File: src/rtl/instr_fetch_queue.sv
// Fetch-to-decode instruction FIFO carrying {instr, pc}; presents a NOP when empty, flushes on redirect.
// Optional FETCH_QUEUE_BYPASS_EN: an empty queue forwards the fetch word straight to decode.
module instr_fetch_queue #(
  parameter int DEPTH     = 4,
  parameter int BIT_COUNT = 32
) (
  input  logic                       clk,
  input  logic                       reset,
  input  logic                       Flush,
  input  logic                       FetchValid,
  output logic                       FetchReady,
  input  logic [31:0]                FetchInstr,
  input  logic [BIT_COUNT-1:0]       FetchPC,
  output logic                       DecodeValid,
  input  logic                       DecodeReady,
  output logic [31:0]                DecodeInstr,
  output logic [BIT_COUNT-1:0]       DecodePC,
  output logic [BIT_COUNT-1:0]       DecodePCPlus4,
  output logic [$clog2(DEPTH+1)-1:0] Count
);

  localparam int PW = $clog2(DEPTH);
  localparam int CW = $clog2(DEPTH+1);
  localparam logic [CW-1:0] FULL_COUNT = CW'(DEPTH);
  localparam logic [31:0]   NOP        = 32'h00000013;

  logic [31:0]          instr_mem [DEPTH];
  logic [BIT_COUNT-1:0] pc_mem    [DEPTH];
  logic [PW-1:0]        rd_ptr, wr_ptr;
  logic [CW-1:0]        count;
  logic                 empty, push, pop, wr_en, rd_en, bypass;

  assign empty      = (count == '0);
  assign FetchReady = (count < FULL_COUNT);
  assign push       = FetchValid & FetchReady;
  assign pop        = DecodeValid & DecodeReady;

`ifdef FETCH_QUEUE_BYPASS_EN
  assign bypass = empty & FetchValid & ~Flush;
`else
  assign bypass = 1'b0;
`endif

  // A bypassed word that decode accepts this cycle never enters storage.
  assign wr_en = push & ~Flush & ~(bypass & DecodeReady);
  assign rd_en = pop & ~bypass;

  always_comb begin
    DecodeValid = ~empty & ~Flush;
    DecodeInstr = NOP;
    DecodePC    = '0;
    if (bypass) begin
      DecodeValid = 1'b1;
      DecodeInstr = FetchInstr;
      DecodePC    = FetchPC;
    end else if (DecodeValid) begin
      DecodeInstr = instr_mem[rd_ptr];
      DecodePC    = pc_mem[rd_ptr];
    end
  end

  assign DecodePCPlus4 = DecodePC + BIT_COUNT'(4);
  assign Count         = count;

  always_ff @(posedge clk or posedge reset) begin
    if (reset) begin
      rd_ptr <= '0;
      wr_ptr <= '0;
      count  <= '0;
    end else if (Flush) begin
      rd_ptr <= '0;
      wr_ptr <= '0;
      count  <= '0;
    end else begin
      if (wr_en) wr_ptr <= wr_ptr + PW'(1);
      if (rd_en) rd_ptr <= rd_ptr + PW'(1);
      if (wr_en && !rd_en)      count <= count + CW'(1);
      else if (rd_en && !wr_en) count <= count - CW'(1);
    end
  end

  always_ff @(posedge clk) begin
    if (wr_en) begin
      instr_mem[wr_ptr] <= FetchInstr;
      pc_mem[wr_ptr]    <= FetchPC;
    end
  end

endmodule

File: config.mk
export PLATFORM = sky130hd
export DESIGN_NAME = instr_fetch_queue
export DESIGN_NICKNAME = d
export VERILOG_FILES = /design/src/rtl/instr_fetch_queue.sv
export SDC_FILE = /design/constraint.sdc
export NUM_CORES = 1
export LEC_CHECK = 0
export ABC_CLOCK_PERIOD_IN_PS = 5000
export BUFFER_PORTS_ARGS = -buffer_cell sky130_fd_sc_hd__clkbuf_2
export CORE_AREA = 2 2 150 152
export CTS_BUF_LIST = sky130_fd_sc_hd__clkbuf_16
export DETAILED_ROUTE_END_ITERATION = 10
export DIE_AREA = 0 0 152 154
export HOLD_SLACK_MARGIN = 0.03
export PLACE_DENSITY = 0.82
export SETUP_SLACK_MARGIN = 0.2
export SYNTH_ARGS = -nofsm -noshare
export SYNTH_HDL_FRONTEND = slang
export SYNTH_SLANG_ARGS = --single-unit
File: constraint.sdc
create_clock -name clk -period 5 [get_ports clk]
set_input_delay 0.5 -clock clk [delete_from_list [all_inputs] [get_ports clk]]
set_output_delay 0.5 -clock clk [all_outputs]
set_load 0.005 [all_outputs]
Word level (Yosys, flattened, before mapping). Memories as Yosys holds them, arrays and structs flattened. Index checks and enable logic that the tools add are counted.

Bits in registers: 7. Memory bits (writable): 256. Memories: 2. Output and inout bits: 101. Word-level logic and storage cells: 36.

Memory list: instr_mem (words 4, width 32, rd ports 1, clocked after memory_dff 0, write ports 1, RTL line 27) `logic [31:0] instr_mem [DEPTH];`; pc_mem (words 4, width 32, rd ports 1, clocked after memory_dff 0, write ports 1, RTL line 28) `logic [BIT_COUNT-1:0] pc_mem [DEPTH];`.

$lt $le $gt $ge: 1. Reductions and logical operators: 8. Mux-type cells: 11. Bitwise logic cells: 6. Add/sub/neg operators: 5.

Operators with widths (count): 32-bit 2-to-1 mux (2); 32-bit by 3-bit adder with 32-bit output (second input constant) (1); 3-bit 2-to-1 mux (3); 2-bit 2-to-1 mux (4); 2-bit by 1-bit adder with 2-bit output (second input constant) (2); 1-bit bitwise AND (4); 2-bit nonzero test (2); 3-bit by 1-bit adder with 3-bit output (second input constant) (1); 3-bit zero test (1); 3-bit < comparator (second input constant) (1); 3-bit nonzero test (1); 3-bit by 1-bit subtractor with 3-bit output (second input constant) (1); 1-bit logical AND (2); 1-bit zero test (2); 1-bit 2-to-1 mux (2); 1-bit NOT (2).

Depth between registers and ports, before layout. Gate-level depths: netlist (run 1).

Depth in word-level cells: 8. Gate-level depth with buffers: 11.

Worst setup path before layout (run 1). No wires, ideal clock.

Path kind: input-to-output. Start: in Flush. End: out DecodePCPlus4[30]. Cell stages on the path: 10. Path buffers: 2. Slack: 1883 ps. Required time: 4500 ps. Data arrival time: 2617 ps. Cell sequence: inv_1 -> clkbuf_1 -> clkbuf_1 -> and3_1 -> ha_1 -> nand2_1 -> or3_1 -> nor4_4 -> and3_1 -> xor2_1.

Cells in the longest elaborated chain, start to end: 4.

RTL lines: start: declaration (RTL line 9) `input logic Flush,`; 1-bit NOT (RTL line 49) `DecodeValid = ~empty & ~Flush;`; 1-bit bitwise AND (RTL line 49); 32-bit 2-to-1 mux (RTL line 56) `end else if (DecodeValid) begin`; via DecodePC[3] (RTL line 17) `output logic [BIT_COUNT-1:0] DecodePC,`; 32-bit by 3-bit adder with 32-bit output (RTL line 62) `assign DecodePCPlus4 = DecodePC + BIT_COUNT'(4);`; end: declaration (RTL line 18) `output logic [BIT_COUNT-1:0] DecodePCPlus4,`.

The timed path passes the listed nets, and every way through them passes these cells.

Worst setup path after layout (run 1).
Start: reg rd_ptr[0]. End: out DecodePCPlus4[30].

Cells in the longest elaborated chain, start to end: 3.

RTL lines: start: declaration (RTL line 29) `logic [PW-1:0] rd_ptr, wr_ptr;`; start signal: assignment (RTL line 76) `if (rd_en) rd_ptr <= rd_ptr + PW'(1);`; memory read 4 x 32 bit; 32-bit 2-to-1 mux (RTL line 56); 32-bit by 3-bit adder with 32-bit output (RTL line 62).

Every way passes these cells.

==> results of run 1 <==
critical path, delay by kind of cell (launching register included):
| family | cells | cell delay (ps) |
|---|---|---|
| xor gates and xnor gates | 1 | 150 |
| DFF | 1 | 820 |
| and+or+nand+nor | 5 | 1450 |
| adders and majority gates | 1 | 190 |
| buffers and inverters | 1 | 130 |
| muxes | 1 | 410 |
sequential cells by signal, indices dropped and copies added (netlist names):
name / cells
rd_ptr: 2
Count: 3
wr_ptr: 2
instr_mem: 128
pc_mem: 128
final cells by class:
cell class / instances / area (sq um)
fill: 1597 / 9100
multi-input combinational: 246 / 2680
inverter: 17 / 63.8
timing repair buffer: 177 / 908
tap: 280 / 350
clock inverter: 15 / 88.8
clock buffer: 25 / 626
sequential: 263 / 7870
logic make-up after synthesis:
logic type,Yosys count,synth area share
flip-flops,263,0.730
adder cells (fa/ha/maj),6,0.00766
AND/OR/NAND/NOR,137,0.0729
XOR/XNOR,31,0.0252
multiplexers,64,0.137
buffers and inverters,51,0.0236
AO/OA/AOI/OAI,8,0.00441
power groups by stage:
stage / registers [mW] / logic [mW] / clock network, mW
detailed placement: 2.76 / 1.56 / 0
global route: 2.73 / 1.68 / 1.79
CTS: 2.71 / 1.56 / 1.70
floorplan: 2.68 / 1.08 / 0
global placement: 2.75 / 1.53 / 0
finish: 2.71 / 1.54 / 1.67
per-stage QoR:
step / area [sq um] / setup slack (ps) / hold WS, ps
after global placement: 11900 / 1340 / 436
after CTS: 12600 / 756 / 181
final: 12600 / 820 / 198
after detailed placement: 11900 / 1310 / 438
after global routing: 12600 / 523 / 179
after floorplan: 10800 / 1880 / 303
metal layers:
metal | track usage | part of all wire
met4 | 0.0512 | 0.022
met3 | 0.0454 | 0.083
met5 | 0 | 0
met2 | 0.320 | 0.50
met1 | 0.239 | 0.39
path summary, 6_finish.rpt:
kind	from	end	slack [ps]	cells after the start
worst max-delay path	rd_ptr[0]	DecodePCPlus4[30]	820	9
worst min-delay path	FetchInstr[4]	instr_mem[0][4]	200	1
worst max register to register	Count[1]	Count[1]	2190	7
worst min register to register	Count[0]	Count[0]	600	2
max in group asynchronous	reset	rd_ptr[0]	4270	3
min in group asynchronous	reset	Count[2]	460	3
placed cells by master (no fill, tap or decap), types with 2 or more instances in the layout:
cell / netlist / final
or3_1: 3 / 2
mux4_1: 8 / 8
clkbuf_16: 0 / 25
nand2b_1: 3 / 3
inv_1: 17 / 24
nand4_1: 9 / 9
and3_4: 0 / 4
a21oi_1: 2 / 2
mux4_2: 56 / 56
nand2_1: 23 / 23
clkbuf_2: 0 / 169
nor2b_1: 2 / 2
nand3_1: 13 / 13
xor2_1: 7 / 7
nor3_1: 4 / 4
ha_1: 5 / 5
clkinv_1: 0 / 4
and3_1: 57 / 53
dfrtp_1: 7 / 5
edfxtp_1: 256 / 256
nor4_1: 3 / 3
o21ai_0: 3 / 3
xnor2_1: 24 / 24
nor2_1: 12 / 12
buf_4: 5 / 7
repair_timing:
| item | 4_1_cts | 5_1_grt |
|---|---|---|
| buffers inserted | 0 | 0 |
| hold buffers | 1 | 0 |
| hold endpoints to repair | 7 | 0 |
==> flow_summary.json, run 1 <==
{
  "cp_data_arrival_time_ps": 3680,
  "ir_drop_mv": 0.344,
  "rsz0062_at_grt": "false",
  "synth_ff_type": "edfxtp_1",
  "nets": 805,
  "synth_top_cell_area_share": 0.713,
  "finalHoldViolCount": 0,
  "fin_util": 0.580,
  "crit_chain": "mux4_1, and3_1, ha_1, nand2_1, or3_1, nor4_4, and3_1, xor2_1, clkbuf_2",
  "synth.top_cells.by_area": "edfxtp_1 (71%), mux4_2 (12%), and3_1 (3.3%)",
  "clockRootBuffer": "clkbuf_16",
  "clock_sinks": 263,
  "tightestPinTransition_ps": 1030,
  "path_clk_slew_ps": 60,
  "grtUsageTotal": 0.186,
  "netlist_area_sq_um": 10800,
  "p_sw_frac": 0.280,
  "htreeDepth": 1,
  "hold_path.class": "in -> reg",
  "cts.path.max_buffers": 3,
  "synth-seq-cells": 263,
  "final_antenna_net_count": 0,
  "worst_clock_skew_ps": 17.6,
  "gp_congestion": 0.800,
  "cap_viol_max_count": 0,
  "cp_slowest_cell": "dfrtp_4",
  "diodes": 0,
  "synth.avg_cell_area_sq_um": 19.2,
  "finalMaxSlewViolations": 0,
  "clk_latency_ps": 520,
  "rows": 54,
  "cts_tree": "built",
  "start_kind": "flop",
  "status": "finished clean",
  "fp.dieH_um": 154,
  "grt_antenna_before_repair": 0,
  "totalNegativeSetupSlack_ps": 0,
  "grt_overflow": 0,
  "post-synth-top-area-cell": "edfxtp_1",
  "firstDrtPassIters": 4,
  "areaGrowthSynthToFinish_pct": 16.8,
  "synthArstFlopShare": 0.0266,
  "layoutNonFillerInstCount": 1023,
  "remaining_drc_errors": 0,
  "synth_edf_count": 256,
  "cts_buffers": 25,
  "post-dp-hpwl_um": 13600,
  "pin_count": 170,
  "path_common_cell": "and3_1",
  "min_period_ps": 4180,
  "dp.cells": 982,
  "initial_utilization": 0.497,
  "vias": 5814,
  "finalCritPeriodShare": 0.836,
  "pwr-share-comb": 0.261,
  "clkPwrFrac": 0.282,
  "synthCells": 560,
  "routedWlPerCell_um": 21.4,
  "crit_fanout": 32,
  "grt_pass1_vias": 6048,
  "cts_resized": 0,
  "core_area_sq_um": 21700,
  "drt_iter0_markers": 355,
  "setup_violations": 0,
  "grt_start_max_net_pins": 65,
  "worstSetupPathType": "reg -> out",
  "p_int_mw": 4.26,
  "report.power.total_mw": 5.93,
  "slew_headroom": 0.315,
  "drt-vias-per-instance": 5.68,
  "drive_gt1_frac": 0.367,
  "port_buffers": 169,
  "required_ps": 4500,
  "die_area_sq_um": 23400,
  "wl_um": 21900,
  "ys_types": 38,
  "syn_nets": 635,
  "slowest_delay_ps": 820,
  "ys_warn_count": 0,
  "synthTopCellsByCount": "edfxtp_1 (256), and3_1 (57), mux4_2 (56), xnor2_1 (24), nand2_1 (23)",
  "p_per_area_nw_per_um2": 471,
  "p_switching_mw": 1.66,
  "cellLeakagePower_nw": 4.62,
  "grt_pass1_wl_um": 34000,
  "end_kind": "output port",
  "max_freq_mhz": 239,
  "die_w_um": 152,
  "yosysMostFrequentCell": "edfxtp_1",
  "seqPwrFrac": 0.457,
  "ys_seq_area_frac": 0.730
}
No activity file was read; power rests on OpenSTA's default activity.
==> run 2: changes to the inputs <==
--- a/config.mk
+++ b/config.mk
@@ -5,14 +5,14 @@
 export SDC_FILE = /design/constraint.sdc
 export NUM_CORES = 1
 export LEC_CHECK = 0
-export ABC_CLOCK_PERIOD_IN_PS = 5000
+export ABC_CLOCK_PERIOD_IN_PS = 3400
 export BUFFER_PORTS_ARGS = -buffer_cell sky130_fd_sc_hd__clkbuf_2
 export CORE_AREA = 2 2 150 152
 export CTS_BUF_LIST = sky130_fd_sc_hd__clkbuf_16
 export DETAILED_ROUTE_END_ITERATION = 10
 export DIE_AREA = 0 0 152 154
 export HOLD_SLACK_MARGIN = 0.03
-export PLACE_DENSITY = 0.82
+export PLACE_DENSITY = 0.85
 export SETUP_SLACK_MARGIN = 0.2
 export SYNTH_ARGS = -nofsm -noshare
 export SYNTH_HDL_FRONTEND = slang
==> constraint.sdc (replaced) <==
create_clock -name clk -period 3.4 [get_ports clk]
set_input_delay 0.34 -clock clk [delete_from_list [all_inputs] [get_ports clk]]
set_output_delay 0.34 -clock clk [all_outputs]
set_load 0.005 [all_outputs]
==> run 2 against run 1 <==
Effect of this change: the run now ends with negative setup slack left; non-clock buffer count increased by 67; wire length increased by 13%; sequential power increased by 45%; register-to-register slack got worse by 1400 ps; global-route usage increased by 2.1 points; utilization increased by 4.3 points; combinational power increased by 78%; sequential cell count unchanged; clock-buffer cell count increased by 1; sequential share of layout area decreased by 4.3 points.
==> flow_summary.json, run 2 (synthesis results as in run 1) <==
{
  "max_freq_mhz": 283,
  "cp_slowest_cell": "or4_4",
  "cellLeakagePower_nw": 5.09,
  "clock_sinks": 263,
  "place_ws_ps": 190,
  "end_kind": "output port",
  "drt-vias-per-instance": 5.69,
  "die_w_um": 152,
  "start_kind": "flop",
  "slowest_delay_ps": 570,
  "seqPwrFrac": 0.424,
  "areaGrowthSynthToFinish_pct": 25.5,
  "cts.path.max_buffers": 3,
  "p_per_area_nw_per_um2": 684,
  "seq_area_sq_um": 7870,
  "totalNegativeSetupSlack_ps": -297,
  "grt_pass1_vias": 6582,
  "crit_fanout": 7,
  "diodes": 0,
  "p_switching_mw": 2.68,
  "ir_drop_mv": 0.554,
  "port_buffers": 169,
  "min_period_ps": 3530,
  "worstSetupPathType": "reg -> out",
  "cp_data_arrival_time_ps": 3190,
  "p_int_mw": 6.56,
  "multi_input_area_sq_um": 2880,
  "tightestPinTransition_ps": 517,
  "status": "finished, violations left",
  "nets": 873,
  "clkPwrFrac": 0.279,
  "finalHoldViolCount": 0,
  "cts_tree": "built",
  "fp.dieH_um": 154,
  "rsz0062_at_grt": "true",
  "gp_congestion": 0.851,
  "hold_path.class": "in -> reg",
  "fin_util": 0.624,
  "remaining_drc_errors": 0,
  "htreeDepth": 1,
  "grt_antenna_before_repair": 0,
  "grt_pass1_wl_um": 37600,
  "grt_overflow": 0,
  "final_common_cell": "edfxtp_1",
  "path_clk_slew_ps": 60,
  "wl_um": 24800,
  "setup_ws_ps": -128,
  "finalCritPeriodShare": 1.04,
  "routedWlPerCell_um": 22.6,
  "initial_utilization": 0.497,
  "final_cell_mix": "edfxtp_1 (256), clkbuf_2 (153), mux4_2 (63)",
  "final_antenna_net_count": 0,
  "violations": "negative setup slack",
  "clockRootBuffer": "clkbuf_16",
  "clk_latency_ps": 530,
  "pwr-share-comb": 0.297,
  "post-dp-hpwl_um": 15500,
  "core_area_sq_um": 21700,
  "firstDrtPassIters": 4,
  "grtUsageTotal": 0.207,
  "crit_chain": "buf_8, mux4_2, nand2_2, or3_4, or4_4, nor4_4, xnor2_1, buf_2",
  "worst_clock_skew_ps": 16.0,
  "grt_start_max_net_pins": 40,
  "required_ps": 3060,
  "drt_iter0_markers": 425,
  "finalMaxSlewViolations": 0,
  "cts_buffers": 26,
  "n_fill_cell": 1472,
  "slew_headroom": 0.655,
  "setup_violations": 5,
  "drive_gt1_frac": 0.439,
  "layoutNonFillerInstCount": 1098,
  "vias": 6252,
  "rows": 54,
  "cap_viol_max_count": 0,
  "pin_count": 170,
  "dp.cells": 996,
  "die_area_sq_um": 23400,
  "p_sw_frac": 0.290
}
-- run 2: cell count changes in the layout (fill, tap and decap cells not counted), moves of 7 or more --
cell and delta:
buf_2 +16, buf_4 +24, buf_6 +7, clkbuf_2 -16
dlygate4sd3_1 +30, mux4_1 -7, mux4_2 +7, nand2_1 -8
nand2_2 +7
-- run 2: area by class of cell --
cell class / count / area share
Clock inverter: 22 / 0.00981
Sequential cell: 263 / 0.582
Inverter: 17 / 0.00472
Clock buffer: 26 / 0.0481
Tap cell: 280 / 0.0259
Timing Repair Buffer: 244 / 0.117
Multi-Input combinational cell: 246 / 0.213
-- run 2: path summary, 6_finish.rpt --
| path | to | cells after the start | slack [ps] | from |
|---|---|---|---|---|
| max | DecodePCPlus4[27] | 8 | -130 | rd_ptr[0] |
| min | pc_mem[0][1] | 1 | 40 | FetchPC[1] |
| max reg2reg | Count[1] | 8 | 760 | Count[1] |
| min reg2reg | Count[0] | 2 | 630 | Count[0] |
| max in group asynchronous | rd_ptr[0] | 3 | 2830 | reset |
| min in group asynchronous | Count[0] | 3 | 320 | reset |
-- run 2: routing by layer --
layer	track usage	wire, um
met1	0.262	9370
met4	0.0601	651
met5	0	0
met2	0.363	12700
met3	0.0454	2080
-- run 2: what timing repair did --
| action | in CTS | in global routing |
|---|---|---|
| gates resized for setup | 32 | 44 |
| pin swaps | 17 | 21 |
| hold buffers | 29 | 2 |
| setup endpoints to repair | 20 | 36 |
| setup buffers | 18 | 5 |
| hold endpoints to repair | 117 | 6 |
| cloned | 0 | 0 |
-- run 2: stage by stage --
step | cell area, sq um | hold WS [ps] | total power [mW]
final | 13500 | 40.7 | 9.25
after global routing | 13500 | 30.4 | 9.66
after CTS | 13300 | 30.0 | 9.22
after detailed placement | 12000 | 300 | 6.46
after global placement | 12000 | 290 | 6.40
after floorplan | 10800 | 143 | 5.53
-- run 2: power groups by stage --
stage | combinational (mW) | sequential, mW | clock [mW]
final | 2.74 | 3.92 | 2.58
after global placement | 2.42 | 3.98 | 0
after detailed placement | 2.46 | 4.00 | 0
after floorplan | 1.59 | 3.94 | 0
after CTS | 2.67 | 3.92 | 2.63
after global routing | 2.96 | 3.94 | 2.76
-- run 2: critical path, delay by kind of cell (launching register included) --
| family | cells | cell delay [ps] |
|---|---|---|
| mux | 1 | 360 |
| simple gates | 4 | 1270 |
| buf+inv | 2 | 310 |
| xor+xnor | 1 | 160 |
| flops | 1 | 550 |
==> run 3: changes to the inputs <==
--- a/config.mk
+++ b/config.mk
@@ -8,7 +8,7 @@
 export ABC_CLOCK_PERIOD_IN_PS = 3400
 export BUFFER_PORTS_ARGS = -buffer_cell sky130_fd_sc_hd__clkbuf_2
 export CORE_AREA = 2 2 150 152
-export CTS_BUF_LIST = sky130_fd_sc_hd__clkbuf_16
+export CTS_BUF_LIST = sky130_fd_sc_hd__clkbuf_8
 export DETAILED_ROUTE_END_ITERATION = 10
 export DIE_AREA = 0 0 152 154
 export HOLD_SLACK_MARGIN = 0.03
==> run 3 against run 2 <==
Effect of this change: the run still ends with negative setup slack left; die area stayed put; final cell count is 4.8% higher; sequential power hardly changed; cell area is 1.4% higher; wire length is 1.6% higher; critical path depth stayed put; worst setup slack better by 24 ps; clock-buffer cell count is 16 higher; largest power group unchanged.
==> flow_summary.json, run 3 (synthesis results as in run 1) <==
{
  "start_kind": "flop",
  "worstReg2RegStart": "Count[1]",
  "cp_data_arrival_time_ps": 3160,
  "firstDrtPassIters": 5,
  "clockRootBuffer": "clkbuf_8",
  "path_clk_slew_ps": 60,
  "grt_overflow": 0,
  "max_freq_mhz": 285,
  "nets": 917,
  "pin_count": 170,
  "areaGrowthSynthToFinish_pct": 27.2,
  "r2r_slack_ps": 590,
  "hold_path.class": "in -> reg",
  "cellLeakagePower_nw": 5.22,
  "fp.dieH_um": 154,
  "min_to": "pc_mem[0][7]",
  "grt_pass1_vias": 6872,
  "routedWlPerCell_um": 21.9,
  "n_fill_cell": 1467,
  "drive_gt1_frac": 0.424,
  "rows": 54,
  "finalMaxSlewViolations": 0,
  "clk_latency_ps": 530,
  "cap_viol_max_count": 0,
  "htreeDepth": 2,
  "clock_sinks": 263,
  "diodes": 0,
  "wl_um": 25200,
  "crit_fanout": 8,
  "min_period_ps": 3500,
  "cts.path.max_buffers": 3,
  "grt_antenna_before_repair": 0,
  "required_ps": 3060,
  "multi_input_area_sq_um": 2850,
  "finalHoldViolCount": 0,
  "grtUsageTotal": 0.213,
  "gp_congestion": 0.851,
  "violations": "negative setup slack",
  "cts_tree": "built",
  "wl_met2_um": 13000,
  "worstSetupPathType": "reg -> out",
  "status": "finished, violations left",
  "place_ws_ps": 190,
  "hold_ws_ps": 61.8,
  "min_from": "FetchPC[7]",
  "grt_start_max_net_pins": 40,
  "tightestPinTransition_ps": 511,
  "final_common_cell": "edfxtp_1",
  "ir_drop_mv": 0.471,
  "dr.max_layer_used": "met4",
  "final_cell_mix": "edfxtp_1 (256), clkbuf_2 (158), mux4_2 (62)",
  "wl_met1_um": 9570,
  "r2r_end": "Count[1]",
  "port_buffers": 169,
  "initial_utilization": 0.497,
  "dr_wl_met3_um": 1990,
  "setup_violations": 7,
  "rsz0062_at_grt": "true",
  "worst_r2r_path_depth": 8,
  "grt_pass1_wl_um": 38300,
  "holdPathStages": 1,
  "die_area_sq_um": 23400,
  "final_antenna_net_count": 0,
  "remaining_drc_errors": 0,
  "worst_clock_skew_ps": 20.3,
  "p_per_area_nw_per_um2": 654,
  "vias": 6451,
  "end_kind": "output port",
  "post-dp-hpwl_um": 15500,
  "cts_buffers": 40,
  "drt_iter0_markers": 457,
  "die_w_um": 152,
  "seq_area_sq_um": 7870,
  "core_area_sq_um": 21700,
  "slew_headroom": 0.660,
  "setup_ws_ps": -104,
  "drt-vias-per-instance": 5.60,
  "finalCritPeriodShare": 1.03
}
## run 3: cell count changes in the layout (fill, tap and decap cells not counted), sizes merged
cell,delta
clkbuf,+21
buf,-3
bufinv,-1
inv,+8
dlygate4sd3,+28
## run 3: worst max path at each step
stage / cells after the start / to / slack [ps] / start
6_report: 8 / DecodePCPlus4[27] / -100 / rd_ptr[0]
5_1_grt: 10 / DecodePCPlus4[30] / -200 / rd_ptr[0]
4_1_cts: 10 / DecodePCPlus4[30] / -120 / rd_ptr[0]
3_5_place_dp: 9 / DecodePCPlus4[31] / 190 / rd_ptr[0]
3_3_place_gp: 9 / DecodePCPlus4[31] / 190 / rd_ptr[0]
2_1_floorplan: 4 / instr_mem[0][0] / 470 / Flush
## run 3: area by class of cell
cell class              count  area share
clock buffers              42      0.0422
clock inverters            29     0.00922
inverters                  17     0.00466
multi-input cells         246       0.208
flip-flops and latches    263       0.574
well taps                 280      0.0256
repair buffers            274       0.137
## run 3: per-stage QoR
stage          instances  setup TNS (ps)   util  power, mW  cell area, sq um
2_1_floorplan        560               0      -       5.53             10800
3_3_place_gp         996               0  0.555       6.40             12000
3_5_place_dp         996               0  0.555       6.46             12000
4_1_cts             1146            -558  0.627       8.95             13600
5_1_grt             1151           -2030  0.632       9.37             13700
6_report            1151            -376  0.632       8.96             13700
## run 3: critical path, stage by stage (launching register included)
cell     delay, ps
dfrtp_4        550
buf_6          170
mux4_2         350
nand2_1         60
or3_4          370
or4_4          580
nor4_4         240
xnor2_1        170
buf_2          150
## run 3: repair_timing
action,CTS,global route
endpoints found under the setup margin,20,51
setup buffers,20,5
endpoints found under the hold margin,236,0
resized for setup,35,27
hold buffers,59,0
pin swaps,20,12
## run 3: layer usage
layer / track usage / vias to the layer above
met4: 0.0774 / 0
met5: 0 / -
met3: 0.0476 / 54
met2: 0.369 / 357
li1: - / 2811
met1: 0.267 / 3229
## run 3: report_power, final
| part | internal, mW | switching [mW] | total, mW | leakage (nW) |
|---|---|---|---|---|
| registers | 3.82 | 0.0977 | 3.91 | 2.41 |
| clock network | 1.15 | 1.15 | 2.30 | 0.418 |
| logic | 1.29 | 1.46 | 2.75 | 2.39 |
| total | 6.25 | 2.71 | 8.96 | 5.22 |
